==> src/rtl/div64x32_pkg.sv <==
// Shared types and width-derived constants for the div64x32 restoring divider.
package div_pkg;

  localparam int OPWIDTH_DEF = 32;
  localparam int MAX_W       = 64;

  typedef enum logic [2:0] {IDLE, PREP, CALC, FIX, DONE} div_state_t;

  // Constants are built MAX_W wide; callers keep the low w bits.
  function automatic logic [MAX_W-1:0] all_ones(input int w);
    logic [MAX_W-1:0] v;
    v = '0;
    for (int i = 0; i < MAX_W; i++) begin
      if (i < w) v[i] = 1'b1;
    end
    return v;
  endfunction

  function automatic logic [MAX_W-1:0] sat_pos(input int w);
    return all_ones(w - 1);
  endfunction

  function automatic logic [MAX_W-1:0] sat_neg(input int w);
    logic [MAX_W-1:0] v;
    v = '0;
    for (int i = 0; i < MAX_W; i++) begin
      if (i == w - 1) v[i] = 1'b1;
    end
    return v;
  endfunction

endpackage

==> src/rtl/div64x32_if.sv <==
// Operand/result handshake bundle for div64x32; master drives operands, slave is the divider.
interface div64x32_if
  import div_pkg::*;
#(
  parameter int OPWIDTH = OPWIDTH_DEF
);
  logic                   i_valid;
  logic                   o_ready;
  logic [2*OPWIDTH-1:0]   i_dvd;
  logic [OPWIDTH-1:0]     i_dvs;
  logic                   i_dvd_ns;
  logic                   i_dvs_ns;
  logic                   o_valid;
  logic                   i_res_rdy;
  logic [OPWIDTH-1:0]     o_quot;
  logic [OPWIDTH-1:0]     o_rem;
  logic                   o_dbz;
  logic                   o_ovf;
  logic                   o_chk_err;

  modport master (
    output i_valid, i_dvd, i_dvs, i_dvd_ns, i_dvs_ns, i_res_rdy,
    input  o_ready, o_valid, o_quot, o_rem, o_dbz, o_ovf, o_chk_err
  );

  modport slave (
    input  i_valid, i_dvd, i_dvs, i_dvd_ns, i_dvs_ns, i_res_rdy,
    output o_ready, o_valid, o_quot, o_rem, o_dbz, o_ovf, o_chk_err
  );
endinterface

==> src/rtl/div64x32_sign_mag.sv <==
// Conditional two's-complement negate: magnitude extraction and sign application.
module div_sign_mag
  import div_pkg::*;
#(
  parameter int W = OPWIDTH_DEF
) (
  input  logic [W-1:0] val,
  input  logic         neg,
  output logic [W-1:0] res
);
  assign res = neg ? (W'(0) - val) : val;
endmodule

==> src/rtl/div64x32.sv <==
// Iterative restoring divider, 2N-bit dividend by N-bit divisor, per-operand signedness.
// Optional result self-check enabled by defining DIV64X32_SELFCHECK_EN.
module div64x32
  import div_pkg::*;
#(
  parameter int OPWIDTH = OPWIDTH_DEF
) (
  input  logic        i_clk,
  input  logic        i_rst,
  div64x32_if.slave   bus
);
  localparam int N  = OPWIDTH;
  localparam int CW = $clog2(N);
  localparam logic [MAX_W-1:0] ONES_W = all_ones(N);
  localparam logic [MAX_W-1:0] SPOS_W = sat_pos(N);
  localparam logic [MAX_W-1:0] SNEG_W = sat_neg(N);
  localparam logic [N-1:0] ALL_ONES = ONES_W[N-1:0];
  localparam logic [N-1:0] SAT_POS  = SPOS_W[N-1:0];
  localparam logic [N-1:0] SAT_NEG  = SNEG_W[N-1:0];

  div_state_t     state_reg;
  logic [2*N-1:0] dvd_reg;
  logic [N-1:0]   dvs_reg, dvs_mag_reg, part_reg, qs_reg, quot_reg, rem_reg;
  logic           dvd_ns_reg, dvs_ns_reg, sgn_reg, q_neg_reg, r_neg_reg;
  logic [CW-1:0]  cnt_reg;
  logic           ready_reg, valid_reg, dbz_reg, ovf_reg, chk_reg;

  logic           neg_dvd, neg_dvs, sgn_now, q_neg_now;
  logic [2*N-1:0] dvd_mag;
  logic [N-1:0]   dvs_mag, q_signed, r_signed;
  logic [N:0]     shifted, diff;
  logic           ge, q_ovf, chk_bad;

  assign neg_dvd   = dvd_ns_reg & dvd_reg[2*N-1];
  assign neg_dvs   = dvs_ns_reg & dvs_reg[N-1];
  assign sgn_now   = dvd_ns_reg | dvs_ns_reg;
  assign q_neg_now = neg_dvd ^ neg_dvs;

  div_sign_mag #(.W(2*N)) u_mag_dvd (.val(dvd_reg),  .neg(neg_dvd),   .res(dvd_mag));
  div_sign_mag #(.W(N))   u_mag_dvs (.val(dvs_reg),  .neg(neg_dvs),   .res(dvs_mag));
  div_sign_mag #(.W(N))   u_fix_q   (.val(qs_reg),   .neg(q_neg_reg), .res(q_signed));
  div_sign_mag #(.W(N))   u_fix_r   (.val(part_reg), .neg(r_neg_reg), .res(r_signed));

  // One restoring step: the shift can carry into bit N before the compare.
  assign shifted = {part_reg, qs_reg[N-1]};
  assign diff    = shifted - {1'b0, dvs_mag_reg};
  assign ge      = shifted >= {1'b0, dvs_mag_reg};

  // A negative signed quotient may reach 2^(N-1); a positive one may not.
  assign q_ovf = sgn_reg & (q_neg_reg ? (qs_reg > SAT_NEG) : (qs_reg >= SAT_NEG));

`ifdef DIV64X32_SELFCHECK_EN
  logic [2*N-1:0] chk_q, chk_d, chk_r, chk_sum;
  always_comb begin
    chk_q   = q_neg_reg ? ((2*N)'(0) - {{N{1'b0}}, qs_reg}) : {{N{1'b0}}, qs_reg};
    chk_r   = r_neg_reg ? ((2*N)'(0) - {{N{1'b0}}, part_reg}) : {{N{1'b0}}, part_reg};
    chk_d   = dvs_ns_reg ? {{N{dvs_reg[N-1]}}, dvs_reg} : {{N{1'b0}}, dvs_reg};
    chk_sum = chk_q * chk_d + chk_r;
    chk_bad = chk_sum != dvd_reg;
  end
`else
  assign chk_bad = 1'b0;
`endif

  function automatic logic [N-1:0] sat_value(input logic sgn, input logic qn);
    return sgn ? (qn ? SAT_NEG : SAT_POS) : ALL_ONES;
  endfunction

  always_ff @(posedge i_clk) begin
    if (i_rst) begin
      state_reg   <= IDLE;
      ready_reg   <= 1'b1;
      valid_reg   <= 1'b0;
      quot_reg    <= '0;
      rem_reg     <= '0;
      dbz_reg     <= 1'b0;
      ovf_reg     <= 1'b0;
      chk_reg     <= 1'b0;
      dvd_reg     <= '0;
      dvs_reg     <= '0;
      dvd_ns_reg  <= 1'b0;
      dvs_ns_reg  <= 1'b0;
      sgn_reg     <= 1'b0;
      q_neg_reg   <= 1'b0;
      r_neg_reg   <= 1'b0;
      dvs_mag_reg <= '0;
      part_reg    <= '0;
      qs_reg      <= '0;
      cnt_reg     <= '0;
    end else begin
      case (state_reg)
        IDLE: if (bus.i_valid) begin
          dvd_reg    <= bus.i_dvd;
          dvs_reg    <= bus.i_dvs;
          dvd_ns_reg <= bus.i_dvd_ns;
          dvs_ns_reg <= bus.i_dvs_ns;
          ready_reg  <= 1'b0;
          state_reg  <= PREP;
        end
        PREP: begin
          sgn_reg     <= sgn_now;
          q_neg_reg   <= q_neg_now;
          r_neg_reg   <= neg_dvd;
          dvs_mag_reg <= dvs_mag;
          part_reg    <= dvd_mag[2*N-1:N];
          qs_reg      <= dvd_mag[N-1:0];
          cnt_reg     <= CW'(N - 1);
          chk_reg     <= 1'b0;
          if (dvs_reg == '0) begin
            quot_reg  <= ALL_ONES;
            rem_reg   <= dvd_reg[N-1:0];
            dbz_reg   <= 1'b1;
            ovf_reg   <= 1'b0;
            valid_reg <= 1'b1;
            state_reg <= DONE;
          end else if (dvd_mag[2*N-1:N] >= dvs_mag) begin
            // Quotient needs more than N magnitude bits: saturate immediately.
            quot_reg  <= sat_value(sgn_now, q_neg_now);
            rem_reg   <= '0;
            dbz_reg   <= 1'b0;
            ovf_reg   <= 1'b1;
            valid_reg <= 1'b1;
            state_reg <= DONE;
          end else begin
            state_reg <= CALC;
          end
        end
        CALC: begin
          part_reg <= ge ? diff[N-1:0] : shifted[N-1:0];
          qs_reg   <= {qs_reg[N-2:0], ge};
          cnt_reg  <= cnt_reg - CW'(1);
          if (cnt_reg == '0) state_reg <= FIX;
        end
        FIX: begin
          dbz_reg   <= 1'b0;
          valid_reg <= 1'b1;
          state_reg <= DONE;
          if (q_ovf) begin
            quot_reg <= sat_value(sgn_reg, q_neg_reg);
            rem_reg  <= '0;
            ovf_reg  <= 1'b1;
            chk_reg  <= 1'b0;
          end else begin
            quot_reg <= q_signed;
            rem_reg  <= r_signed;
            ovf_reg  <= 1'b0;
            chk_reg  <= chk_bad;
          end
        end
        DONE: if (bus.i_res_rdy) begin
          valid_reg <= 1'b0;
          ready_reg <= 1'b1;
          state_reg <= IDLE;
        end
        default: begin
          valid_reg <= 1'b0;
          ready_reg <= 1'b1;
          state_reg <= IDLE;
        end
      endcase
    end
  end

  assign bus.o_ready   = ready_reg;
  assign bus.o_valid   = valid_reg;
  assign bus.o_quot    = quot_reg;
  assign bus.o_rem     = rem_reg;
  assign bus.o_dbz     = dbz_reg;
  assign bus.o_ovf     = ovf_reg;
  assign bus.o_chk_err = chk_reg;

endmodule

==> src/flat_wrapper.sv <==
// flat-port wrapper written by rule: the top's interface ports become plain ports
module div64x32_flat import div_pkg::*;
#(
  parameter int OPWIDTH = OPWIDTH_DEF
)
  (i_clk, i_rst, bus_i_valid, bus_i_dvd, bus_i_dvs, bus_i_dvd_ns, bus_i_dvs_ns, bus_i_res_rdy, bus_o_ready, bus_o_valid, bus_o_quot, bus_o_rem, bus_o_dbz, bus_o_ovf, bus_o_chk_err);
  div64x32_if #(.OPWIDTH(OPWIDTH)) bus_i ();
  input  logic i_clk;
  input  logic i_rst;
  input wire logic [$bits(bus_i.i_valid)-1:0] bus_i_valid;
  input wire logic [$bits(bus_i.i_dvd)-1:0] bus_i_dvd;
  input wire logic [$bits(bus_i.i_dvs)-1:0] bus_i_dvs;
  input wire logic [$bits(bus_i.i_dvd_ns)-1:0] bus_i_dvd_ns;
  input wire logic [$bits(bus_i.i_dvs_ns)-1:0] bus_i_dvs_ns;
  input wire logic [$bits(bus_i.i_res_rdy)-1:0] bus_i_res_rdy;
  output wire logic [$bits(bus_i.o_ready)-1:0] bus_o_ready;
  output wire logic [$bits(bus_i.o_valid)-1:0] bus_o_valid;
  output wire logic [$bits(bus_i.o_quot)-1:0] bus_o_quot;
  output wire logic [$bits(bus_i.o_rem)-1:0] bus_o_rem;
  output wire logic [$bits(bus_i.o_dbz)-1:0] bus_o_dbz;
  output wire logic [$bits(bus_i.o_ovf)-1:0] bus_o_ovf;
  output wire logic [$bits(bus_i.o_chk_err)-1:0] bus_o_chk_err;
  assign bus_i.i_valid = bus_i_valid;
  assign bus_i.i_dvd = bus_i_dvd;
  assign bus_i.i_dvs = bus_i_dvs;
  assign bus_i.i_dvd_ns = bus_i_dvd_ns;
  assign bus_i.i_dvs_ns = bus_i_dvs_ns;
  assign bus_i.i_res_rdy = bus_i_res_rdy;
  assign bus_o_ready = bus_i.o_ready;
  assign bus_o_valid = bus_i.o_valid;
  assign bus_o_quot = bus_i.o_quot;
  assign bus_o_rem = bus_i.o_rem;
  assign bus_o_dbz = bus_i.o_dbz;
  assign bus_o_ovf = bus_i.o_ovf;
  assign bus_o_chk_err = bus_i.o_chk_err;
  div64x32 #(.OPWIDTH(OPWIDTH)) u_core (.i_clk(i_clk), .i_rst(i_rst), .bus(bus_i));
endmodule
==> config.mk <==
export PLATFORM = sky130hd
export DESIGN_NAME = div64x32_flat
export DESIGN_NICKNAME = d
export VERILOG_FILES = /design/src/rtl/div64x32_pkg.sv /design/src/rtl/div64x32_if.sv /design/src/rtl/div64x32_sign_mag.sv /design/src/rtl/div64x32.sv /design/src/flat_wrapper.sv
export SDC_FILE = /design/constraint.sdc
export NUM_CORES = 1
export LEC_CHECK = 0
export BUFFER_PORTS_ARGS = -buffer_cell sky130_fd_sc_hd__clkbuf_2
export CAP_MARGIN = 40
export CORE_ASPECT_RATIO = 1.4
export CORE_MARGIN = 5
export CORE_UTILIZATION = 54
export DETAILED_ROUTE_END_ITERATION = 8
export GPL_TIMING_DRIVEN = 0
export PLACE_DENSITY = 0.75
export SYNTH_ARGS = -nofsm -noshare
export SYNTH_HDL_FRONTEND = slang
export SYNTH_SLANG_ARGS = --single-unit
==> constraint.sdc <==
create_clock -name i_clk -period 4.29 [get_ports i_clk]
set_input_delay 0.2145 -clock i_clk [delete_from_list [all_inputs] [get_ports i_clk]]
set_output_delay 0.2145 -clock i_clk [all_outputs]
set_load 0.05 [all_outputs]
==> impl_metrics.env <==
export IMPL_fmax_ghz=0.211
export IMPL_worstReg2RegStart="u_core.dvd_reg[8]"
export IMPL_fin_crit_ps=4740
export IMPL_place_inst=2690
export IMPL_hold_viol=0
export IMPL_holdCritPathClass="primary input to flip-flop"
export IMPL_crit_fanout=6
export IMPL_ys_seq_area_share_pct=33.2
export IMPL_synth_cell_types=80
export IMPL_port_buffers=169
export IMPL_h_tree_depth=1
export IMPL_grt_max_degree=16
export IMPL_root_buffer="clkbuf_16"
export IMPL_arrival_ps=5180
export IMPL_rows=75
export IMPL_routed_via_count=18100
export IMPL_start_kind="flip-flop"
export IMPL_fin_ws_ps=-453
export IMPL_setup_tns_ps=-26570
export IMPL_drive_above_1_share_pct=17.9
export IMPL_gp_congestion=1.03
export IMPL_drc_errors=0
export IMPL_async_flop_share_pct=0
export IMPL_wire_per_inst_um=23.5
export IMPL_cp_end_kind="flip-flop"
export IMPL_grt_pass1_vias=18000
export IMPL_synth_edf_count=0
export IMPL_grt_pass1_wl_um=101000
export IMPL_hold_path_startpoint="i_rst"
export IMPL_outcome="finished, violations left"
export IMPL_final_core_util_pct=70.6
export IMPL_synthesis_nets=2307
export IMPL_violations="negative setup slack"
export IMPL_wl_um=67900
export IMPL_drv_slew=0
export IMPL_worst_pin_slew_ps=995
export IMPL_clockBufferDepth=3
export IMPL_postSynthAreaPerCell_um2=7.71
export IMPL_grt_overflow_total=0
export IMPL_drt_iter0_drc=1692
export IMPL_coreArea_um2=30000
export IMPL_synth_seq_cells=273
export IMPL_worstHoldPathCells=3
export IMPL_crit_required_ps=4730
export IMPL_grt_usage_pct=38.2
export IMPL_finalSetupViolations=69
export IMPL_dr_pass1_iters=6
export IMPL_largest_reg_flops=64
export IMPL_die_w_um=157
export IMPL_ys_warn_count=0
export IMPL_start_util_pct=54.8
export IMPL_slew_headroom_pct=33.7
export IMPL_cts_tree="done"
export IMPL_worstSetupPathType="flip-flop to flip-flop"
export IMPL_fin_crit_sh_pct=111
export IMPL_r2r_setup_slack_ps=-450
export IMPL_ir_worst_vdd_v=0.000394
export IMPL_regToRegEndpoint="u_core.bus.o_rem[12]"
export IMPL_nets=2648
export IMPL_area_growth_pct=28.9
export IMPL_antenna_left=0
export IMPL_cts_sinks=273
export IMPL_dieArea_um2=34100
export IMPL_fin_skew_ps=14.8
export IMPL_p_leak_nw=8.31
export IMPL_rsz0062_at_grt="true"
export IMPL_whs_endpoint="u_core.part_reg[10]"
export IMPL_dp_hpwl_um=49900
export IMPL_num_antenna_cells=0
export IMPL_cap_violations=0
export IMPL_antenna_found_initial=0
export IMPL_stdcell_count=2883
export IMPL_clk_pin_slew_worst_paths_ps=70
export IMPL_numCtsBuffers=29
export IMPL_powerDensity_nw_per_um2=657
export IMPL_synth_cells=2134
export IMPL_syn_area_um2=16400
export IMPL_viasPerCell=6.29
export IMPL_dieHeight_um=216
export IMPL_clk_latency_ps=580
export IMPL_io_pins=171
export IMPL_rr_worst_depth=21
export IMPL_synth_ff_type="dfxtp_1"
==> through the flow <==
stage	hold WS, ps	total power [mW]	worst slack [ps]	area, um2
floorplan	350	8.20	8.90	16500
global placement	437	10.1	-1320	17800
detailed placement	442	10.2	-1500	17800
CTS	113	13.4	-302	20700
global route	156	14.6	-591	21200
finish	144	13.9	-453	21200
==> metal layers <==
metal / vias to the layer above / global-route usage [%] / routed length (um)
li1: 8323 / - / -
met1: 8440 / 38.9 / 22500
met2: 973 / 66.0 / 33100
met3: 391 / 5.93 / 4480
met4: 0 / 34.4 / 7770
met5: - / 0 / 0
==> cells in the mapped netlist, drive strengths merged, types with 12 or more instances <==
master | n | share of area (%)
nand3 | 14 | 0.43
a311oi | 28 | 1.5
a22oi | 49 | 2.2
a21o | 22 | 1.0
or3 | 12 | 0.46
xnor2 | 105 | 5.6
o211ai | 21 | 1.3
nand2 | 357 | 8.1
nor2 | 183 | 4.2
nand4 | 18 | 0.68
o21ai | 84 | 2.6
dfxtp | 273 | 33
nor3 | 62 | 2.0
xor2 | 71 | 3.8
nor4 | 16 | 0.74
nand2b | 15 | 0.57
a21oi | 230 | 7.0
clkbuf | 104 | 2.4
ha | 70 | 5.3
o22ai | 13 | 0.49
o41ai | 22 | 1.2
a221oi | 27 | 1.4
buf | 48 | 1.6
o31ai | 42 | 1.9
a211oi | 43 | 2.0
inv | 61 | 1.4
a31oi | 14 | 0.57
or4 | 22 | 1.0
==> how the worst max path moves through the flow <==
stage                            endpoint          startpoint  slack (ps)  cells after the start
finish               u_core.bus.o_rem[12]   u_core.dvd_reg[8]        -450                     21
global route        u_core.bus.o_quot[21]   u_core.dvd_reg[8]        -590                     20
floorplan            u_core.bus.o_rem[16]   u_core.dvs_reg[4]           9                     18
CTS                 u_core.bus.o_quot[12]   u_core.dvd_reg[9]        -300                     18
global placement     u_core.bus.o_rem[28]  u_core.dvd_reg[23]       -1320                     19
detailed placement   u_core.bus.o_rem[27]  u_core.dvd_reg[16]       -1500                     17
==> layout by cell type (no fill, tap or decap), types with 11 or more instances in the layout <==
cell / Yosys / layout
a211oi_1: 42 / 42
a21o_1: 22 / 22
a21oi_1: 230 / 225
a221oi_1: 27 / 13
a22oi_1: 49 / 49
a311oi_1: 28 / 11
a311oi_2: 0 / 17
a31oi_1: 13 / 13
buf_1: 20 / 20
buf_4: 2 / 43
buf_6: 6 / 12
clkbuf_1: 104 / 101
clkbuf_16: 0 / 31
clkbuf_2: 0 / 172
dfxtp_1: 273 / 258
dfxtp_2: 0 / 11
dlygate4sd3_1: 0 / 100
ha_1: 70 / 67
inv_1: 61 / 60
nand2_1: 357 / 356
nand2b_1: 15 / 15
nand3_1: 14 / 12
nand4_1: 18 / 18
nor2_1: 182 / 176
nor3_1: 61 / 53
nor4_1: 14 / 11
o211ai_1: 11 / 11
o21ai_0: 73 / 63
o21ai_1: 11 / 19
o22ai_1: 13 / 13
o31ai_1: 42 / 40
o41ai_1: 22 / 19
or4_1: 21 / 12
xnor2_1: 105 / 99
xor2_1: 71 / 58
xor2_2: 0 / 11
==> timing repair <==
action,CTS,global route
pin swaps,32,32
resized for setup,120,65
endpoints found under the setup margin,69,70
hold buffers,100,0
hold endpoints to repair,100,0
gates cloned,0,2
buffers inserted,29,12
==> area by class of cell <==
| cell class | count | area, um2 |
|---|---|---|
| Timing Repair Buffer | 313 | 2230 |
| Clock buffer | 33 | 751 |
| Fill cell | 2427 | 8830 |
| Clock inverter | 21 | 330 |
| Multi-Input combinational cell | 1648 | 11000 |
| Sequential cell | 273 | 5490 |
| Tap cell | 385 | 482 |
| Buffer | 149 | 713 |
| Inverter | 61 | 229 |
==> critical path, cell delays in order (launching register included) <==
cell,delay [ps]
dfxtp_4,350
or4_4,560
nor4b_4,310
nand4_1,180
buf_6,180
nor3_4,230
buf_6,140
buf_6,90
a21oi_4,70
xor2_4,250
ha_4,300
nand4_1,120
nor3_2,280
nand4_1,250
nor2_1,190
and3_4,250
o31a_4,220
buf_12,150
buf_12,130
o211ai_2,150
o21ai_1,120
nor2_1,50
==> cell families (layout without fill, tap and decap cells) <==
kind of cell,Yosys count,count (layout),synth area share [%]
buf+inv,213,577,5.33
other cells,1,1,0.0228
mux,11,11,0.685
simple gates,746,746,20.2
flops,273,273,33.2
compound gates,643,643,25.7
fa+ha+maj,71,71,5.45
xor+xnor,176,176,9.37
==> power by group <==
part	leakage [nW]	switching [mW]	internal (mW)
sequential	2.24	0.608	3.00
clock	0.519	1.13	1.75
combinational	5.56	4.89	2.57
total	8.31	6.62	7.32
Note: power is estimated with default switching activity, not from simulation.
